**config.mk**
```make
export PLATFORM = sky130hd
export DESIGN_NAME = typewriter_pacer
export DESIGN_NICKNAME = d
export VERILOG_FILES = /design/src/rtl/typewriter_pacer.sv
export SDC_FILE = /design/constraint.sdc
export NUM_CORES = 1
export LEC_CHECK = 0
export ABC_AREA = 1
export CAP_MARGIN = 20
export CORE_MARGIN = 5
export CORE_UTILIZATION = 50
export DETAILED_ROUTE_END_ITERATION = 10
export GPL_TIMING_DRIVEN = 1
export PLACE_DENSITY = 0.82
export SYNTH_ARGS = -nofsm -noshare
export SYNTH_HDL_FRONTEND = slang
export SYNTH_SLANG_ARGS = --single-unit
export TNS_END_PERCENT = 10
```
**constraint.sdc**
```tcl
create_clock -name CLOCK -period 3.57 [get_ports CLOCK]
set_input_delay 0.714 -clock CLOCK [delete_from_list [all_inputs] [get_ports CLOCK]]
set_output_delay 0.714 -clock CLOCK [all_outputs]
set_load 0.05 [all_outputs]
```
**src/rtl/typewriter_pacer.sv**
```systemverilog
// ---------------------------------------------------------------------------
// typewriter_pacer
//
// Paces one character at a time out to the IBM I/O writer behind the ANC-2
// coupler. A 5-bit output code is accepted from the I/O logic. The block then
// drives the level lines, fires the EXC (type) pulse with millisecond timing
// derived from tick_ms, and waits out the escapement. It checks the
// typewriter's LEV echo while EXC is high and reports ready/done to io_top.
//
// Ports
//   CLOCK     in   1  system clock
//   rst_n     in   1  asynchronous active-low reset
//   tick_ms   in   1  one-CLOCK pulse per millisecond
//   req       in   1  output request, sampled only while ready=1
//   code      in   5  character code (OB5..OB1), latched on accept
//   an_mode   in   1  alphanumeric mode; when 0, lev[4] is forced to 0
//   abort     in   1  TYPE switch dropped / power clear, cancels at once
//   lev_echo  in   5  LEV5..LEV1 echo from the typewriter
//   ready     out  1  idle, a request can be accepted
//   done      out  1  one-cycle pulse when a character completes normally
//   exc       out  1  EXC type pulse to PL1-29
//   lev       out  5  level lines to the PL1 LEV IN pins
//   echo_err  out  1  sticky: the echo mismatched on the last character
//
// Phase lengths are counted in whole ticks. Because entering a phase is not
// aligned to tick_ms, a phase of N ms lasts between N-1 and N real ms.
// ---------------------------------------------------------------------------
module typewriter_pacer #(
    parameter int unsigned SETUP_MS = 2,
    parameter int unsigned PULSE_MS = 12,
    parameter int unsigned ESC_MS   = 40,
    parameter int unsigned CR_MS    = 250,
    parameter logic [4:0]  CR_CODE  = 5'b00100,
    parameter logic [4:0]  TAB_CODE = 5'b00110
) (
    input  logic       CLOCK,
    input  logic       rst_n,
    input  logic       tick_ms,
    input  logic       req,
    input  logic [4:0] code,
    input  logic       an_mode,
    input  logic       abort,
    input  logic [4:0] lev_echo,
    output logic       ready,
    output logic       done,
    output logic       exc,
    output logic [4:0] lev,
    output logic       echo_err
);

    // -----------------------------------------------------------------------
    // Elaboration-time range checks. The ms counter is only 8 bits wide.
    // -----------------------------------------------------------------------
    if (SETUP_MS > 255) begin : g_bad_setup
        $error("typewriter_pacer: SETUP_MS must be <= 255");
    end
    if (PULSE_MS > 255) begin : g_bad_pulse
        $error("typewriter_pacer: PULSE_MS must be <= 255");
    end
    if (ESC_MS > 255) begin : g_bad_esc
        $error("typewriter_pacer: ESC_MS must be <= 255");
    end
    if (CR_MS > 255) begin : g_bad_cr
        $error("typewriter_pacer: CR_MS must be <= 255");
    end

    // -----------------------------------------------------------------------
    // Helper functions
    // -----------------------------------------------------------------------

    // A zero duration would let a phase pass without any tick at all. So it
    // is promoted to 1 ms, and every phase waits for at least one tick.
    function automatic logic [7:0] ms_load(input int unsigned ms);
        logic [7:0] v;
        v = ms[7:0];
        if (v == 8'd0) begin
            v = 8'd1;
        end
        return v;
    endfunction

    // In numeric mode the typewriter ignores LEV5, so the line is held low.
    function automatic logic [4:0] lev_mask(input logic [4:0] c,
                                            input logic       an);
        return {c[4] & an, c[3:0]};
    endfunction

    localparam logic [7:0] SETUP_LD = ms_load(SETUP_MS);
    localparam logic [7:0] PULSE_LD = ms_load(PULSE_MS);
    localparam logic [7:0] ESC_LD   = ms_load(ESC_MS);
    localparam logic [7:0] CR_LD    = ms_load(CR_MS);
    localparam logic [7:0] TAB_LD   = ms_load(CR_MS >> 1);

    // Carriage return and tab move the carriage much further than an
    // ordinary character, so they get longer escapement waits.
    function automatic logic [7:0] esc_load(input logic [4:0] c);
        logic [7:0] v;
        if (c == CR_CODE) begin
            v = CR_LD;
        end else if (c == TAB_CODE) begin
            v = TAB_LD;
        end else begin
            v = ESC_LD;
        end
        return v;
    endfunction

    // -----------------------------------------------------------------------
    // State
    // -----------------------------------------------------------------------
    typedef enum logic [1:0] {
        IDLE   = 2'd0,
        SETUP  = 2'd1,
        PULSE  = 2'd2,
        ESCAPE = 2'd3
    } state_t;

    state_t     state;
    logic [7:0] cnt;
    logic [4:0] code_q;

    // PULSE ends on the tick that takes the counter to zero, so EXC is high
    // for exactly PULSE_MS ticks. The cnt==0 case cannot arise with a load
    // of at least 1, but it keeps the state from stalling if it ever did.
    logic pulse_end;
    assign pulse_end = tick_ms ? (cnt <= 8'd1) : (cnt == 8'd0);

    // -----------------------------------------------------------------------
    // Single registered FSM. All outputs are flops.
    // A load on phase entry takes priority over a same-cycle tick: the entry
    // branch never decrements. So a tick arriving in the cycle a phase is
    // entered does not count against that phase.
    // -----------------------------------------------------------------------
    always_ff @(posedge CLOCK or negedge rst_n) begin
        if (!rst_n) begin
            state    <= IDLE;
            ready    <= 1'b1;
            done     <= 1'b0;
            exc      <= 1'b0;
            lev      <= 5'd0;
            echo_err <= 1'b0;
            code_q   <= 5'd0;
            cnt      <= 8'd0;
        end else begin
            done <= 1'b0;
            if (abort) begin
                // Immediate cancel. echo_err keeps whatever it recorded.
                state <= IDLE;
                ready <= 1'b1;
                exc   <= 1'b0;
                lev   <= 5'd0;
                cnt   <= 8'd0;
            end else begin
                case (state)
                    IDLE: begin
                        if (req) begin
                            code_q   <= code;
                            lev      <= lev_mask(code, an_mode);
                            exc      <= 1'b0;
                            echo_err <= 1'b0;
                            cnt      <= SETUP_LD;
                            ready    <= 1'b0;
                            state    <= SETUP;
                        end
                    end

                    SETUP: begin
                        if (cnt == 8'd0) begin
                            cnt   <= PULSE_LD;
                            exc   <= 1'b1;
                            state <= PULSE;
                        end else if (tick_ms) begin
                            cnt <= cnt - 8'd1;
                        end
                    end

                    PULSE: begin
                        if (pulse_end) begin
                            // The echo is checked at the end of EXC. By then
                            // the typewriter's LEV contacts have settled.
                            if (lev_echo != lev) begin
                                echo_err <= 1'b1;
                            end
                            cnt   <= esc_load(code_q);
                            exc   <= 1'b0;
                            lev   <= 5'd0;
                            state <= ESCAPE;
                        end else if (tick_ms) begin
                            cnt <= cnt - 8'd1;
                        end
                    end

                    ESCAPE: begin
                        if (cnt == 8'd0) begin
                            // ready rises together with done. A held req
                            // is then taken on the very next edge.
                            done  <= 1'b1;
                            ready <= 1'b1;
                            state <= IDLE;
                        end else if (tick_ms) begin
                            cnt <= cnt - 8'd1;
                        end
                    end

                    default: begin
                        state <= IDLE;
                        ready <= 1'b1;
                        exc   <= 1'b0;
                        lev   <= 5'd0;
                        cnt   <= 8'd0;
                    end
                endcase
            end
        end
    end

endmodule

```
* Yosys cells after proc, flatten, opt, wreduce, memory -nomap -nowiden *
Index checks and enable logic that the tools add are counted.

word-level totals
  register bits after elaboration = 24
  input bits = 16
  output and inout port bits = 9
  logic and storage cells = 72

cells by class
  add/subtract/negate cells = 1
  $lt $le $gt $ge = 1
  equality and inequality tests = 14
  mux-type cells = 33
  bitwise operators = 2
  reductions and logical operators = 13

operator list
  operator                                                                number
  8-bit two-way mux                                                       7
  8-bit case mux with 4 select lines                                      1
  5-bit two-way mux                                                       3
  3-bit != test (second input constant)                                   5
  1-bit two-way mux                                                       11
  5-bit by 3-bit == test with 1-bit output (second input constant)        2
  2-bit two-way mux                                                       5
  5-bit case mux with 2 select lines                                      1
  3-bit AND reduction                                                     3
  8-bit by 1-bit <= comparator with 1-bit output (second input constant)  1
  8-bit zero test                                                         1
  2-bit case mux with 4 select lines                                      1
  4-bit AND reduction                                                     2
  8-bit by 1-bit subtractor with 8-bit output (second input constant)     1
  7-bit two-way mux                                                       1
  2-bit != test (second input constant)                                   3
  3-bit nonzero test                                                      2
  5-bit != test                                                           1
  5-bit AND reduction                                                     1
  2-bit == test (second input constant)                                   2
  1-bit case mux with 2 select lines                                      2
  4-bit nonzero test                                                      1
  1-bit case mux with 3 select lines                                      1
  2-bit by 1-bit == test with 1-bit output (second input constant)        1
  other kinds (5)                                                         5

* Logic depth before layout (Yosys ltp) *
  depth after elaboration = 6
  mapped depth = 12
  mapped depth without buffers = 12

* Worst setup path before layout *
OpenSTA, ideal clock, no wires.

  path kind = register -> register
  start = register state[0]
  end = register exc
  library setup time = 0.065 ns
  data arrival time = 1.650 ns
  data required time = 3.505 ns
  setup slack = 1.855 ns
  stages on the path, launching flop included = 11
  buffers on the path = 1
  period minus slack after synthesis = 1.715 ns
  path through = dfrtp_1 -> inv_1 -> ha_1 -> buf_2 -> nor2_1 -> inv_1 -> o31ai_1 -> inv_1 -> nand3_1 -> nand2_1 -> nand2_1

between the ends
  longest elaborated chain between the ends = 3
  elaborated cells between the ends (all ways) = 10
  those cells by class = eq/ne: 5; mux: 2; reduce/logical: 3

RTL lines
  item                                                                       RTL line  text
  start, declared                                                            118       state_t state;
  start signal, assigned                                                     136       state <= IDLE;
  start signal, assigned                                                     148       state <= IDLE;
  start signal, assigned                                                     163       state <= SETUP;
  2-bit by 1-bit == test with 1-bit output (tied with other cells)           154       case (state)
  3-bit != test (no line) (tied with other cells)                            --
  4-bit AND reduction (no line) / 1-bit two-way mux (equally long branches)  --
  end signal, assigned                                                       150       exc <= 1'b0;
  end signal, assigned                                                       159       exc <= 1'b0;
  end signal, assigned                                                       170       exc <= 1'b1;
  end, declared                                                              46        output logic exc,

Several ways; a longest one is shown, not always the timed one.
A chain may end at the register's enable or synchronous reset.

* Final worst setup path *
  start = register ready
  end = output port ready

RTL lines
  item                    RTL line  text
  start, declared         44        output logic ready,
  start signal, assigned  137       ready <= 1'b1;
  start signal, assigned  149       ready <= 1'b1;
  start signal, assigned  162       ready <= 1'b0;

No word-level cell between the ends.

==> results.cfg <==
[cts]
numCtsBuffers = 3
clkTransAtPathRegs_ns = 0.13
clkLatencyLatePin_ns = 0.32
clock-root-buffer = clkbuf_4
max-clock-path-buffers = 2
cts.sinks = 24
cts_tree = built
postCtsHoldBufs = 0
htreeDepth = 1
cts_resized = 0
post-cts-setup-buffer-count = 0

[drt]
wl_um = 3770
drtAntennaViolNets = 0
drtIter0Drc = 104
drc = 0
vias_per_cell = 5.16
firstDrtPassIters = 5
vias = 1621
avgRoutedWirePerCell_um = 12.0

[setup_path]
endpoint_kind = primary output
crit_path_max_incr_delay_ns = 0.79
worstSetupPathType = reg -> out
crit_slowest_cell = clkdlybuf4s50_1
worstPathRequired_ns = 2.86
cp.arrival_ns = 1.66
regToRegSetupSlack_ns = 1.53
crit_chain = clkdlybuf4s50_1
path_delay_family = buffers and inverters
start_kind = register
critPathMaxFanout = 2
crit_buf_inv = 1

[sta]
hold_viol = 0
final_max_slew_viol_count = 0
rsz0062_at_grt = false
fmax_ghz = 0.421
finalCritPeriodShare = 0.665
setup_viol = 0
slew_headroom = 0.666
worst_pin_slew_ns = 0.499
setup_tns_ns = 0
setup_slack_ns = 1.20
period_needed_ns = 2.37
clock_skew_ns = 0.00346

[global_route]
grt_start_max_net_pins = 25
grt.busiest_layer = met2
grt_use_met2 = 0.299
grt_use_total = 0.182
grt_pass1_vias = 1541
grt_use_met1 = 0.238
grt_first_pass_wirelength_um = 6520
use_met3 = 0.0292
antenna_found_initial = 0
overflow = 0

[place]
place_ws_ns = 1.12
place_hpwl_um = 2970
routabilityCongestion = 0.922
port_buffers = 24

[synth]
synth_cells = 242
yosysSeqAreaShare = 0.350
synth_area_sq_mm = 0.00172
syn_nets = 265
ys_seq_elements = 24
yosysWarningCount = 0
synth_cell_types = 28
avgSynthCellArea_sq_um = 7.11

[floorplanning]
ios = 25
die-area_sq_mm = 0.00471
rows = 21
fp.dieW_um = 68.7
start_util = 0.516
coreArea_sq_mm = 0.00334
die_h_um = 68.7

[final_layout]
multi_input_area_sq_um = 970
area.sequential_sq_um = 602
layout_commonest_cell = nand2_1
antenna_cells = 0
filler_cell_count = 314
nets = 292
area_growth_pct = 19.8
drive_gt1_frac = 0.0858
layout_common_cells = nand2_1 (69), inv_1 (35), nand3_1 (31)

[pwr]
p_clk_frac = 0.121
internal_power_w = 0.000817
combinationalPowerShare = 0.611
p_total_w = 0.00165
p_sw_w = 0.000829
p_leak_nw = 1.07
power_density_mw_per_mm2 = 799
p_sw_frac = 0.503
seqPwrFrac = 0.268
vdd_drop_max_mv = 0.417

[run_status]
status = completed

[min_path]
min_path_type = reg -> reg

[run]
maxCapViolations = 0
[worst paths after layout]
path	endpoint	start	cells past startpoint
setup / recovery	ready	ready	1
hold / removal	ready	ready	2
setup reg to reg	state[1]	state[0]	9
hold reg to reg	ready	ready	2
max in group asynchronous	ready	rst_n	2
min in group asynchronous	cnt[4]	rst_n	2
[cell type report]
type / instances / area share
tap: 46 / 0.0279
multi-input combinational: 180 / 0.471
inverter: 35 / 0.0638
sequential: 24 / 0.292
clock inverter: 1 / 0.0146
clock buffer: 3 / 0.0109
timing repair buffer: 25 / 0.120
[state kept, by name, summed over array words and instances, names as in the netlist]
| signal | flops |
|---|---|
| code_q | 5 |
| ready | 1 |
| echo_err | 1 |
| state | 2 |
| cnt | 8 |
| done | 1 |
| lev | 5 |
| exc | 1 |
[cells by family (layout without fill, tap and decap cells)]
family	after synthesis	in the layout	synth area share
AOI/OAI and AO/OA	19	19	0.0713
xor gates and xnor gates	4	4	0.0204
adders and majority gates	7	7	0.0509
buffers and inverters	38	64	0.0865
DFF	24	24	0.350
muxes	2	2	0.0131
and+or+nand+nor	148	148	0.408
[cells in the mapped netlist]
cell type / count / area [sq um]
nor2_4: 2 / 22.5
buf_4: 1 / 7.51
o21ai_4: 2 / 32.5
o31ai_1: 1 / 7.51
or2_2: 1 / 6.26
nand3_2: 2 / 20.0
nor2_1: 19 / 71.3
o21ai_1: 3 / 15.0
o21ai_0: 6 / 30.0
xor2_1: 3 / 26.3
nand3_1: 31 / 155
dfstp_2: 1 / 26.3
inv_1: 35 / 131
o21a_1: 1 / 7.51
nand4_1: 11 / 68.8
nor3_1: 4 / 20.0
nand2_1: 69 / 259
nand2_4: 2 / 22.5
nand3b_1: 1 / 7.51
dfrtp_1: 23 / 576
nand2_2: 3 / 18.8
a21oi_1: 6 / 30.0
buf_2: 2 / 10.0
ha_1: 7 / 87.6
nand3_4: 1 / 17.5
xnor2_1: 1 / 8.76
mux2_2: 2 / 22.5
nor2_2: 2 / 12.5
[through the flow]
stage,utilization,hold slack [ns],area (sq um),std cells
detailed placement,0.602,0.459,2010,310
floorplan,-,0.418,1720,242
global route,0.618,0.505,2060,314
finish,0.618,0.482,2060,314
global placement,0.602,0.448,2010,310
CTS,0.618,0.479,2060,314
[power groups by stage]
stage | sequential (W) | clock, W | combinational (W)
floorplan | 0.000545 | 0 | 0.000658
global placement | 0.000445 | 0 | 0.000970
detailed placement | 0.000446 | 0 | 0.000992
CTS | 0.000440 | 0.000203 | 0.00100
global route | 0.000454 | 0.000217 | 0.00113
finish | 0.000441 | 0.000200 | 0.00101
[worst register-to-register path, stage by stage, from the launching register on]
cell	delay [ns]
dfrtp_1	0.47
inv_1	0.26
ha_1	0.37
inv_1	0.11
nor2_2	0.19
nand2_1	0.18
o21a_1	0.19
nand3_1	0.11
nand2_1	0.06
nand2_1	0.05
[routing by layer]
metal	routed length, um	vias to the layer above
met4	73	0
met2	1750	36
li1	-	830
met5	0	-
met3	137	9
met1	1810	746
Power figures use the tool's default switching activity.
